--- config.mk ---
export PLATFORM = sky130hd
export DESIGN_NAME = if_fetch_buffer_flat
export DESIGN_NICKNAME = d
export VERILOG_FILES = /design/src/rtl/if_fetch_buffer_if.sv /design/src/rtl/if_fetch_buffer.sv /design/src/flat_wrapper.sv
export SDC_FILE = /design/constraint.sdc
export NUM_CORES = 1
export LEC_CHECK = 0
export ABC_CLOCK_PERIOD_IN_PS = 12790
export CAP_MARGIN = 20
export CORE_MARGIN = 3
export CORE_UTILIZATION = 45
export CTS_BUF_LIST = sky130_fd_sc_hd__clkbuf_8
export DETAILED_ROUTE_END_ITERATION = 8
export PLACE_DENSITY_LB_ADDON = 0.08
export SLEW_MARGIN = 20
export SYNTH_ARGS = -nofsm -noshare
export SYNTH_HDL_FRONTEND = slang
export SYNTH_SLANG_ARGS = --single-unit
--- constraint.sdc ---
create_clock -name clock -period 12.79 [get_ports clock]
set_input_delay 2.558 -clock clock [delete_from_list [all_inputs] [get_ports clock]]
set_output_delay 2.558 -clock clock [all_outputs]
set_load 0.02 [all_outputs]
--- src/rtl/if_fetch_buffer_if.sv ---
// Fetch-buffer bus: PC/IMEM side inputs, IF/ID head outputs, PC enable and stats.
interface if_fetch_buffer_if #(
  parameter int INSN_W = 32,
  parameter int PC_W   = 32
);
  logic [PC_W-1:0]   pc_cur;
  logic [PC_W-1:0]   pc_plus_4;
  logic [INSN_W-1:0] imem_q;
  logic              id_stall;
  logic              flush;
  logic              pc_ena;
  logic              if_id_valid;
  logic [INSN_W-1:0] if_id_insn;
  logic [PC_W-1:0]   if_id_pc;
  logic [PC_W-1:0]   if_id_pc_plus_4;
  logic [2:0]        buf_count;
  logic [31:0]       stat_fetch;
  logic [31:0]       stat_bubble;
  logic [31:0]       stat_flush;

  // slave: the buffer itself; master: the surrounding pipeline
  modport slave (
    input  pc_cur, pc_plus_4, imem_q, id_stall, flush,
    output pc_ena, if_id_valid, if_id_insn, if_id_pc, if_id_pc_plus_4,
           buf_count, stat_fetch, stat_bubble, stat_flush
  );
  modport master (
    output pc_cur, pc_plus_4, imem_q, id_stall, flush,
    input  pc_ena, if_id_valid, if_id_insn, if_id_pc, if_id_pc_plus_4,
           buf_count, stat_fetch, stat_bubble, stat_flush
  );
endinterface

--- src/rtl/if_fetch_buffer.sv ---
// Fetch-stage buffer: tracks one in-flight IMEM read, queues {insn,pc,pc+1}, gates PC enable.
// Optional counters enabled by defining IFB_STATS_EN.
module if_fetch_buffer #(
  parameter int DEPTH  = 2,
  parameter int INSN_W = 32,
  parameter int PC_W   = 32
) (
  input logic          clock,
  input logic          reset,
  if_fetch_buffer_if.slave bus
);
  localparam int PW = $clog2(DEPTH);

  logic [2:0]        count_q, count_d;
  logic              inflight_q;
  logic [PW-1:0]     rd_ptr_q, wr_ptr_q;
  logic [PC_W-1:0]   tag_pc_q, tag_pc1_q;
  logic [INSN_W-1:0] insn_mem_q [DEPTH];
  logic [PC_W-1:0]   pc_mem_q   [DEPTH];
  logic [PC_W-1:0]   pc1_mem_q  [DEPTH];

  logic       valid, pop, push, issue, pc_ena;
  logic [3:0] occ;

  assign valid = (count_q != 3'd0) & reset;
  assign pop   = valid & ~bus.id_stall & ~bus.flush;
  assign push  = inflight_q & ~bus.flush;
  // Slots already promised (stored + in flight) after this cycle's pop must leave room.
  assign occ    = {1'b0, count_q} + {3'b0, inflight_q} - {3'b0, pop};
  assign pc_ena = reset & (bus.flush | (occ < 4'(DEPTH)));
  assign issue  = pc_ena & ~bus.flush;

  assign count_d = count_q + {2'b0, push} - {2'b0, pop};

  always_ff @(posedge clock) begin
    if (!reset) begin
      count_q    <= '0;
      inflight_q <= 1'b0;
      rd_ptr_q   <= '0;
      wr_ptr_q   <= '0;
      tag_pc_q   <= '0;
      tag_pc1_q  <= '0;
    end else if (bus.flush) begin
      count_q    <= '0;
      inflight_q <= 1'b0;
      rd_ptr_q   <= '0;
      wr_ptr_q   <= '0;
    end else begin
      count_q    <= count_d;
      inflight_q <= issue;
      if (issue) begin
        tag_pc_q  <= bus.pc_cur;
        tag_pc1_q <= bus.pc_plus_4;
      end
      if (push) wr_ptr_q <= wr_ptr_q + 1'b1;
      if (pop)  rd_ptr_q <= rd_ptr_q + 1'b1;
    end
  end

  // Storage needs no reset: entries are only read while count says they are live.
  always_ff @(posedge clock) begin
    if (reset && push) begin
      insn_mem_q[wr_ptr_q] <= bus.imem_q;
      pc_mem_q[wr_ptr_q]   <= tag_pc_q;
      pc1_mem_q[wr_ptr_q]  <= tag_pc1_q;
    end
  end

  assign bus.pc_ena          = pc_ena;
  assign bus.if_id_valid     = valid;
  assign bus.if_id_insn      = reset ? insn_mem_q[rd_ptr_q] : '0;
  assign bus.if_id_pc        = reset ? pc_mem_q[rd_ptr_q]   : '0;
  assign bus.if_id_pc_plus_4 = reset ? pc1_mem_q[rd_ptr_q]  : '0;
  assign bus.buf_count       = count_q;

`ifdef IFB_STATS_EN
  logic [31:0] fetch_q, bubble_q, flush_q;

  always_ff @(posedge clock) begin
    if (!reset) begin
      fetch_q  <= '0;
      bubble_q <= '0;
      flush_q  <= '0;
    end else begin
      if (push)      fetch_q  <= fetch_q + 32'd1;
      if (!valid)    bubble_q <= bubble_q + 32'd1;
      if (bus.flush) flush_q  <= flush_q + 32'd1;
    end
  end

  assign bus.stat_fetch  = fetch_q;
  assign bus.stat_bubble = bubble_q;
  assign bus.stat_flush  = flush_q;
`else
  assign bus.stat_fetch  = '0;
  assign bus.stat_bubble = '0;
  assign bus.stat_flush  = '0;
`endif
endmodule

--- src/flat_wrapper.sv ---
// flat-port wrapper written by rule: the top's interface ports become plain ports
module if_fetch_buffer_flat 
#(
  parameter int DEPTH  = 2,
  parameter int INSN_W = 32,
  parameter int PC_W   = 32
)
  (clock, reset, bus_pc_cur, bus_pc_plus_4, bus_imem_q, bus_id_stall, bus_flush, bus_pc_ena, bus_if_id_valid, bus_if_id_insn, bus_if_id_pc, bus_if_id_pc_plus_4, bus_buf_count, bus_stat_fetch, bus_stat_bubble, bus_stat_flush);
  if_fetch_buffer_if #(.INSN_W(INSN_W), .PC_W(PC_W)) bus_i ();
  input logic clock;
  input logic reset;
  input wire logic [$bits(bus_i.pc_cur)-1:0] bus_pc_cur;
  input wire logic [$bits(bus_i.pc_plus_4)-1:0] bus_pc_plus_4;
  input wire logic [$bits(bus_i.imem_q)-1:0] bus_imem_q;
  input wire logic [$bits(bus_i.id_stall)-1:0] bus_id_stall;
  input wire logic [$bits(bus_i.flush)-1:0] bus_flush;
  output wire logic [$bits(bus_i.pc_ena)-1:0] bus_pc_ena;
  output wire logic [$bits(bus_i.if_id_valid)-1:0] bus_if_id_valid;
  output wire logic [$bits(bus_i.if_id_insn)-1:0] bus_if_id_insn;
  output wire logic [$bits(bus_i.if_id_pc)-1:0] bus_if_id_pc;
  output wire logic [$bits(bus_i.if_id_pc_plus_4)-1:0] bus_if_id_pc_plus_4;
  output wire logic [$bits(bus_i.buf_count)-1:0] bus_buf_count;
  output wire logic [$bits(bus_i.stat_fetch)-1:0] bus_stat_fetch;
  output wire logic [$bits(bus_i.stat_bubble)-1:0] bus_stat_bubble;
  output wire logic [$bits(bus_i.stat_flush)-1:0] bus_stat_flush;
  assign bus_i.pc_cur = bus_pc_cur;
  assign bus_i.pc_plus_4 = bus_pc_plus_4;
  assign bus_i.imem_q = bus_imem_q;
  assign bus_i.id_stall = bus_id_stall;
  assign bus_i.flush = bus_flush;
  assign bus_pc_ena = bus_i.pc_ena;
  assign bus_if_id_valid = bus_i.if_id_valid;
  assign bus_if_id_insn = bus_i.if_id_insn;
  assign bus_if_id_pc = bus_i.if_id_pc;
  assign bus_if_id_pc_plus_4 = bus_i.if_id_pc_plus_4;
  assign bus_buf_count = bus_i.buf_count;
  assign bus_stat_fetch = bus_i.stat_fetch;
  assign bus_stat_bubble = bus_i.stat_bubble;
  assign bus_stat_flush = bus_i.stat_flush;
  if_fetch_buffer #(.DEPTH(DEPTH), .INSN_W(INSN_W), .PC_W(PC_W)) u_core (.clock(clock), .reset(reset), .bus(bus_i));
endmodule
==> results of run 1 <==
## placed cells by master (no fill, tap or decap), drive strengths merged
cell | netlist | layout
nand4b | 1 | 1
clkbuf | 25 | 53
conb | 1 | 96
inv | 72 | 91
clkinv | 0 | 6
clkdlybuf4s50 | 0 | 199
o21ai | 2 | 2
xor2 | 2 | 2
dfxtp | 71 | 71
xnor2 | 2 | 2
ha | 4 | 4
nand3 | 2 | 2
mux2i | 160 | 160
or3 | 1 | 1
nor2b | 98 | 98
a21oi | 4 | 4
fa | 2 | 2
edfxtp | 192 | 192
and3 | 1 | 1
nand2b | 1 | 1
nand2 | 69 | 69
or4b | 1 | 1
nor2 | 5 | 5
nor3 | 2 | 2
buf | 109 | 8
## metrics by stage
stage                     instances  hold WS [ns]
after floorplan                 922         0.425
after global placement         1314         0.430
after global routing           1392         0.455
after CTS                      1392         0.449
final                          1392         0.443
after detailed placement       1314         0.438
## worst max-delay path by stage
stage / cells after the start / start / slack, ns / endpoint
2_1_floorplan: 3 / bus_flush / 5.39 / u_core.insn_mem_q[0][0]
3_5_place_dp: 11 / bus_flush / 4.84 / bus_pc_ena
3_3_place_gp: 11 / bus_flush / 4.91 / bus_pc_ena
6_report: 11 / bus_flush / 4.82 / bus_pc_ena
5_1_grt: 11 / bus_flush / 4.62 / bus_pc_ena
4_1_cts: 11 / bus_flush / 4.84 / bus_pc_ena
## registers in the layout (all words and copies together) (netlist names), named ones only
signal,flops
u_core.rd_ptr_q,1
u_core.pc1_mem_q,64
u_core.bus.buf_count,3
u_core.tag_pc_q,32
u_core.insn_mem_q,64
u_core.inflight_q,1
u_core.tag_pc1_q,32
u_core.pc_mem_q,64
u_core.wr_ptr_q,1
## Yosys cell counts (all sizes together)
| master | number |
|---|---|
| nor2b | 98 |
| inv | 72 |
| edfxtp | 192 |
| nor2 | 5 |
| nand2b | 1 |
| and3 | 1 |
| nand3 | 2 |
| clkbuf | 25 |
| or4b | 1 |
| nand2 | 69 |
| ha | 4 |
| dfxtp | 71 |
| xnor2 | 2 |
| conb | 1 |
| or3 | 1 |
| a21oi | 4 |
| fa | 2 |
| xor2 | 2 |
| o21ai | 2 |
| mux2i | 160 |
| nand4b | 1 |
| nor3 | 2 |
| buf | 109 |
## critical path, cell delays in order
cell and delay (ns):
clkdlybuf4s50_1 0.45, nand2b_1 0.29, nor3_1 0.21, ha_1 0.28, inv_1 0.08, nand2_1 0.07, fa_1 0.38, xor2_1 0.18
nand3_1 0.10, o21ai_0 0.20, clkdlybuf4s50_1 0.63
## layer usage
metal | up-vias | share of wire [%]
met5 | - | 0.13
met4 | 4 | 1.2
met3 | 24 | 7.0
met2 | 188 | 48
met1 | 2882 | 44
li1 | 3029 | -
## cell type report
cell class	instances	share of cell area (%)
multi-input cells	453	22.3
clock inverters	25	0.706
inverters	72	1.95
well taps	319	2.89
flip-flops and latches	263	52.0
clock buffers	53	5.28
repair buffers	207	14.9
## cell families (layout without fill, tap and decap cells)
logic type	count (synthesis)	in the layout
AO/OA/AOI/OAI	6	6
multiplexers	160	160
buffers and inverters	206	357
adder cells (fa/ha/maj)	6	6
other	1	96
XOR/XNOR	4	4
AND/OR/NAND/NOR	181	181
flip-flops	263	263
## where the power goes
| part | internal, mW | switching (mW) |
|---|---|---|
| combinational | 0.0712 | 0.0859 |
| sequential | 0.946 | 0.0140 |
| clock | 0.373 | 0.307 |
| total | 1.39 | 0.407 |
==> flow_summary_export.csv, run 1 <==
group,metric,value,unit
status,run_status,"finished clean",
grt,grt.met3_usage,4.25,%
die,ios,297,
yosys,synth_top_area_share,52.1,%
power,p_leak,5.41,nW
yosys,synthXorXnorAreaFrac,0.316,%
setup_path,cp_max_fo,8,
die,dieArea,26500,um^2
min_path,min-delay-start,"u_core.tag_pc1_q[20]",
sta,max_freq,125,MHz
cts,cts_made_buffers,44,
final_layout,multi_input_area,3080,um^2
grt,met1_usage,20.0,%
min_path,hold_depth,0,
final_layout,layout-drive-gt1-share,6.34,%
setup_path,end_kind,"output port",
drt,drt-wirelength-per-cell,14.8,um
setup_path,crit_arrival,5.41,ns
die,rows,56,
die,die_h,163,um
yosys,seq_area_frac_synth,64.9,%
die,start_util,46.5,%
cts,hold_buffers,0,
final_layout,diodes,0,
yosys,ys_ff_latch,263,
cts,cts_num_sinks,263,
yosys,ys_top_cells_by_area,"edfxtp_1 52%, mux2i_1 14%, dfxtp_1 13%",
sta,hold_violations,0,
sta,worstMarginPinSlew,1.04,ns
yosys,synth-adder-area-share,0.813,%
drt,drcViolationCount,0,
drt,drt-initial-drc-count,292,
setup_path,cp-start-kind,"primary input",
yosys,ys_types,26,
sta,rsz0062_at_grt,"no",
die,coreArea,23800,um^2
setup_path,rr_startpoint,"u_core.bus.buf_count[1]",
final_layout,final_nets,1147,
yosys,yosys_warnings,0,
cts,clk_latency,0.53,ns
grt,use_met2,23.7,%
sta,skew,0.0249,ns
setup_path,cp.required,10.23,ns
sta,setup_tns,0,ns
setup_path,reg2reg_slack,9.09,ns
place,dpl.hpwl,12.7,mm
place,dp_slack,4.84,ns
yosys,muxShareOfSynthArea,14.5,%
sta,setup_viol,0,
grt,grt_usage,14.9,%
cts,clk_pin_slew,0.06,ns
yosys,avgSynthCellArea,13.4,um^2
setup_path,worstRegToRegCells,11,
final_layout,register_area,7190,um^2
power,total_power,1.80,mW
yosys,yosys.area_share.simple,8.56,%
drt,drtPass1Iterations,4,
grt,busiest_layer,"met2",
final_layout,postLayoutCellArea,13800,um^2
yosys,synth_area_leader_cell,"edfxtp_1",
place,place_area,13000,um^2
yosys,synth_top_family_by_area,"multiplexers",
die,die_x,163,um
setup_path,critical_path_class,"primary input to output port",
yosys,netlist_instances,827,
drt,ant_nets,0,
sta,fin_crit,7.97,ns
setup_path,r2r_end,"u_core.tag_pc_q[0]",
cts,post_cts_buffers,0,
sta,max-slew-margin-rel,30.8,%
place,port_buffers,200,
grt,grt_max_degree,77,
drt,viasPerCell,4.40,
final_layout,final.fill_count,2023,
power,power_density,130,nW/um^2
yosys,netlist_area,11100,um^2
yosys,synth-compound-area-share,0.271,%
min_path,holdPathEnd,"u_core.pc1_mem_q[0][20]",
place,finalWeightedCongestion,0.732,
grt,grt_pass1_vias,5922,
sta,fin_ws,4.82,ns
grt,grt_pass1_wl,31.2,mm
cts,clockBufferDepth,3,
grt,overflow,0,
drt,wl,20.6,mm
cts,cts_max_level,2,
power,peakVddDrop,0.0726,mV
cts,cts_root_buf,"clkbuf_8",
flow_run,drv_cap,0,
final_layout,area_growth,24.8,%
grt,antenna_found_initial,2,
sta,maxSlewViolCount,0,
sta,period_share,62.3,%
cts,post_cts_resized,0,
min_path,hp-class,"register to register",
drt,vias,6127,
final_layout,final_util,58.0,%
cts,tritoncts,"built",
No activity file was read; power rests on OpenSTA's default activity.
==> run 2, diff against run 1 <==
ABC_CLOCK_PERIOD_IN_PS = 7240   (was 12790)
clock period = 7.24 ns   (was 12.79 ns; I/O delays follow)
==> flow_summary_export.csv, run 2 (synthesis results as in run 1) <==
group,metric,value,unit
status,run_status,"finished clean",
setup_path,r2r_end,"u_core.tag_pc1_q[19]",
power,total_power,3.13,mW
final_layout,multi_input_area,3080,um^2
die,die_h,163,um
sta,skew,0.00919,ns
die,start_util,46.5,%
grt,overflow,0,
power,pwr-share-comb,8.8,%
final_layout,diodes,0,
drt,drt-wirelength-per-cell,14.6,um
cts,cts_made_buffers,43,
cts,cts_root_buf,"clkbuf_8",
final_layout,layout_commonest_cell,"clkdlybuf4s50_1",
drt,drt-initial-drc-count,279,
cts,clk_pin_slew,0.06,ns
grt,antenna_found_initial,1,
sta,period_share,78.9,%
grt,grt_pass1_vias,6013,
final_layout,area_growth,24.5,%
drt,viasPerCell,4.40,
drt,drtPass1Iterations,4,
power,p_seq_share,54.1,%
setup_path,rr_startpoint,"u_core.bus.buf_count[1]",
grt,grt_pass1_wl,31.2,mm
final_layout,final.fill_count,2023,
final_layout,final_cell_mix,"199 x clkdlybuf4s50_1, 192 x edfxtp_1, 160 x mux2i_1",
drt,ant_nets,0,
cts,clockBufferDepth,3,
die,rows,56,
min_path,hp-class,"register to register",
cts,cts_max_level,2,
die,dieArea,26500,um^2
power,power_switching,0.710,mW
drt,drcViolationCount,0,
final_layout,final_nets,1146,
power,p_leak,5.38,nW
power,power_density,227,nW/um^2
sta,max-slew-margin-rel,40.4,%
final_layout,largestRegisters,"u_core.insn_mem_q: 64 flops, u_core.pc1_mem_q: 64 flops, u_core.pc_mem_q: 64 flops",
power,p_clk_share,37.0,%
final_layout,layout-drive-gt1-share,5.88,%
setup_path,cp-startpoint,"bus_flush",
final_layout,register_area,7190,um^2
place,port_buffers,200,
cts,clk_latency,0.52,ns
die,coreArea,23800,um^2
sta,worstMarginPinSlew,0.891,ns
sta,hold_violations,0,
sta,setup_tns,0,ns
setup_path,cp-start-kind,"primary input",
setup_path,crit_arrival,4.27,ns
sta,whs,0.441,ns
cts,post_cts_buffers,0,
flow_run,drv_cap,0,
cts,cts_num_sinks,263,
place,dpl.hpwl,12.5,mm
drt,wl,20.2,mm
setup_path,cp.required,5.79,ns
power,peakVddDrop,0.123,mV
setup_path,reg2reg_slack,3.64,ns
cts,post_cts_resized,0,
drt,vias,6111,
power,internal_power,2.42,mW
grt,grt_max_degree,85,
sta,rsz0062_at_grt,"no",
setup_path,end_kind,"output port",
die,die_x,163,um
power,switching_share,22.7,%
sta,setup_viol,0,
setup_path,critical_path_class,"primary input to output port",
sta,max_freq,175,MHz
setup_path,cp_max_fo,8,
setup_path,worstRegToRegCells,11,
setup_path,critPathCapture,"bus_pc_ena",
grt,grt_usage,14.7,%
cts,tritoncts,"built",
sta,maxSlewViolCount,0,
place,finalWeightedCongestion,0.696,
cts,hold_buffers,0,
final_layout,postLayoutCellArea,13800,um^2
sta,fin_crit,5.72,ns
place,place_area,13000,um^2
die,ios,297,
==> run 2: how the worst min path moves through the flow <==
stage	startpoint	to	slack (ns)	cells after the start
global placement	u_core.tag_pc1_q[13]	u_core.pc1_mem_q[0][13]	0.43	0
detailed placement	u_core.tag_pc1_q[11]	u_core.pc1_mem_q[1][11]	0.44	0
CTS	u_core.tag_pc1_q[4]	u_core.pc1_mem_q[1][4]	0.45	0
floorplan	u_core.tag_pc1_q[0]	u_core.pc1_mem_q[0][0]	0.43	0
finish	u_core.tag_pc1_q[4]	u_core.pc1_mem_q[1][4]	0.44	0
global route	u_core.tag_pc1_q[10]	u_core.pc1_mem_q[1][10]	0.46	0
==> run 2: worst max-delay path, stage by stage <==
cell and delay [ns]:
clkdlybuf4s50_1 0.46, nand2b_1 0.29, nor3_1 0.19, ha_1 0.27
inv_1 0.08, nand2_1 0.07, fa_1 0.37, xor2_1 0.17
nand3_1 0.10, o21ai_0 0.19, clkdlybuf4s50_1 0.63
==> run 2: per-stage QoR <==
step,utilization [%],setup WS (ns),std cells
finish,57.9,1.52,1390
global route,57.9,1.35,1390
CTS,57.9,1.52,1390
detailed placement,54.6,1.52,1314
global placement,54.6,1.56,1314
floorplan,-,0.946,922
==> run 2: area by class of cell <==
type	count	share of cell area, %
Clock buffer	50	4.99
Clock inverter	26	0.735
Inverter	72	1.96
Multi-Input combinational cell	453	22.3
Sequential cell	263	52.1
Tap cell	319	2.89
Timing Repair Buffer	207	15.0
==> run 2: power groups by stage <==
stage | clock network [mW] | registers [mW] | logic [mW]
after floorplan | 0 | 1.72 | 0.205
after global placement | 0 | 1.72 | 0.275
after detailed placement | 0 | 1.73 | 0.278
after CTS | 1.20 | 1.69 | 0.279
after global routing | 1.27 | 1.70 | 0.301
final | 1.16 | 1.69 | 0.276
==> run 2: layer usage <==
layer,track usage [%],vias to the layer above,wire [um]
met2,23.9,193,9570
met4,4.65,2,423
li1,-,3031,-
met1,19.0,2846,8690
met3,4.65,39,1540
met5,0,-,13
==> run 3, diff against run 2 <==
ABC_CLOCK_PERIOD_IN_PS = 5400   (was 7240)
clock period = 5.4 ns   (was 7.24 ns; I/O delays follow)
==> flow_summary_export.csv, run 3 (synthesis results as in run 1) <==
group,metric,value,unit
final_layout,diodes,0,
place,finalWeightedCongestion,0.739,
power,switching_share,22.6,%
cts,post_cts_buffers,0,
sta,maxSlewViolCount,0,
final_layout,area_growth,25.3,%
setup_path,end_kind,"output port",
power,p_leak,5.41,nW
die,dieArea,26500,um^2
cts,clk_pin_slew,0.06,ns
die,die_x,163,um
final_layout,final_nets,1146,
sta,fin_ws,0.565,ns
cts,tritoncts,"built",
die,rows,56,
power,power_switching,0.966,mW
place,dpl.hpwl,12.3,mm
sta,hold_violations,0,
min_path,min-delay-start,"u_core.tag_pc_q[18]",
die,die_h,163,um
grt,grt_pass1_wl,31.2,mm
cts,cts_num_sinks,263,
final_layout,final_cell_mix,"199 x clkdlybuf4s50_1, 192 x edfxtp_1, 160 x mux2i_1",
drt,drt-initial-drc-count,304,
power,pwr-share-comb,8.8,%
power,total_power,4.27,mW
cts,cts_max_level,2,
die,coreArea,23800,um^2
sta,setup_tns,0,ns
drt,drt-wirelength-per-cell,14.8,um
drt,wl,20.6,mm
power,p_clk_share,38.0,%
setup_path,critical_path_class,"primary input to output port",
grt,grt_max_degree,166,
setup_path,cp.required,4.32,ns
power,p_seq_share,53.2,%
grt,overflow,0,
sta,max_freq,207,MHz
setup_path,cp-start-kind,"primary input",
sta,max-slew-margin-rel,33.2,%
cts,clockBufferDepth,3,
sta,setup_viol,0,
min_path,hp-class,"register to register",
cts,clk_latency,0.53,ns
final_layout,largestRegisters,"u_core.insn_mem_q: 64 flops, u_core.pc1_mem_q: 64 flops, u_core.pc_mem_q: 64 flops",
cts,cts_root_buf,"clkbuf_8",
final_layout,final.fill_count,2003,
sta,rsz0062_at_grt,"no",
grt,antenna_found_initial,2,
setup_path,crit_arrival,3.76,ns
grt,grt_pass1_vias,5995,
drt,vias,6131,
place,dp_slack,0.564,ns
flow_run,drv_cap,0,
final_layout,layout-drive-gt1-share,6.34,%
die,ios,297,
final_layout,layout_commonest_cell,"clkdlybuf4s50_1",
power,peakVddDrop,0.180,mV
status,run_status,"finished clean",
sta,skew,0.0142,ns
sta,fin_crit,4.84,ns
grt,grt_usage,14.9,%
power,internal_power,3.31,mW
drt,drtPass1Iterations,4,
cts,post_cts_resized,0,
drt,drcViolationCount,0,
place,port_buffers,200,
setup_path,rr_startpoint,"u_core.bus.buf_count[1]",
setup_path,cp-startpoint,"bus_flush",
cts,cts_made_buffers,43,
drt,viasPerCell,4.40,
drt,ant_nets,0,
cts,hold_buffers,0,
power,power_density,308,nW/um^2
die,start_util,46.5,%
sta,period_share,89.5,%
sta,worstMarginPinSlew,1.00,ns
setup_path,cp_max_fo,3,
run 3: changes by cell type in the layout (fill, tap and decap cells not counted):
cell,delta
clkbuf_8,+4
buf_12,+3
buf_4,-3
inv_1,-2
clkinv_1,-1
clkinv_2,+1
run 3: final timing paths:
| path | end | slack (ns) | cells after the start |
|---|---|---|---|
| worst max-delay path | bus_pc_ena | 0.56 | 11 |
| worst min-delay path | u_core.pc_mem_q[1][18] | 0.45 | 0 |
| worst max register to register | u_core.tag_pc1_q[3] | 1.81 | 11 |
| worst min register to register | u_core.pc_mem_q[1][18] | 0.45 | 0 |
run 3: worst max-delay path, cell delays in order:
cell             delay [ns]
clkdlybuf4s50_1        0.43
nand2b_1               0.18
nor3_1                 0.17
ha_1                   0.28
inv_1                  0.08
nand2_1                0.07
fa_1                   0.38
xor2_1                 0.18
nand3_1                0.09
o21ai_0                0.18
clkdlybuf4s50_1        0.63
run 3: cell type report:
| type | count | area, um^2 | share of cell area (%) |
|---|---|---|---|
| flip-flops and latches | 263 | 7190 | 51.8 |
| inverters | 72 | 270 | 1.95 |
| repair buffers | 207 | 2100 | 15.1 |
| multi-input cells | 453 | 3080 | 22.2 |
| clock inverters | 24 | 95.1 | 0.685 |
| clock buffers | 54 | 743 | 5.35 |
| well taps | 319 | 399 | 2.88 |
run 3: power by group through the flow:
stage          Sequential, mW  Clock (mW)  Combinational, mW
3_3_place_gp             2.31           0              0.374
4_1_cts                  2.27        1.68              0.378
3_5_place_dp             2.31           0              0.377
6_report                 2.27        1.63              0.374
2_1_floorplan            2.31           0              0.275
5_1_grt                  2.28        1.77              0.406
run 3: per-layer routing:
layer | share of wire (%) | wire, um | global-route usage [%] | vias up
li1 | - | - | - | 3034
met1 | 42 | 8570 | 18.5 | 2859
met2 | 48 | 9940 | 24.3 | 200
met3 | 8.1 | 1660 | 5.29 | 34
met4 | 1.7 | 354 | 4.69 | 4
met5 | 0.13 | 27 | 0 | -
run 3: per-stage QoR:
step	instances	util, %	cell area [um^2]	hold WS [ns]
floorplan	922	-	11400	0.425
global placement	1314	54.8	13000	0.430
detailed placement	1314	54.8	13000	0.436
CTS	1392	58.3	13900	0.442
global route	1392	58.3	13900	0.459
finish	1392	58.3	13900	0.446
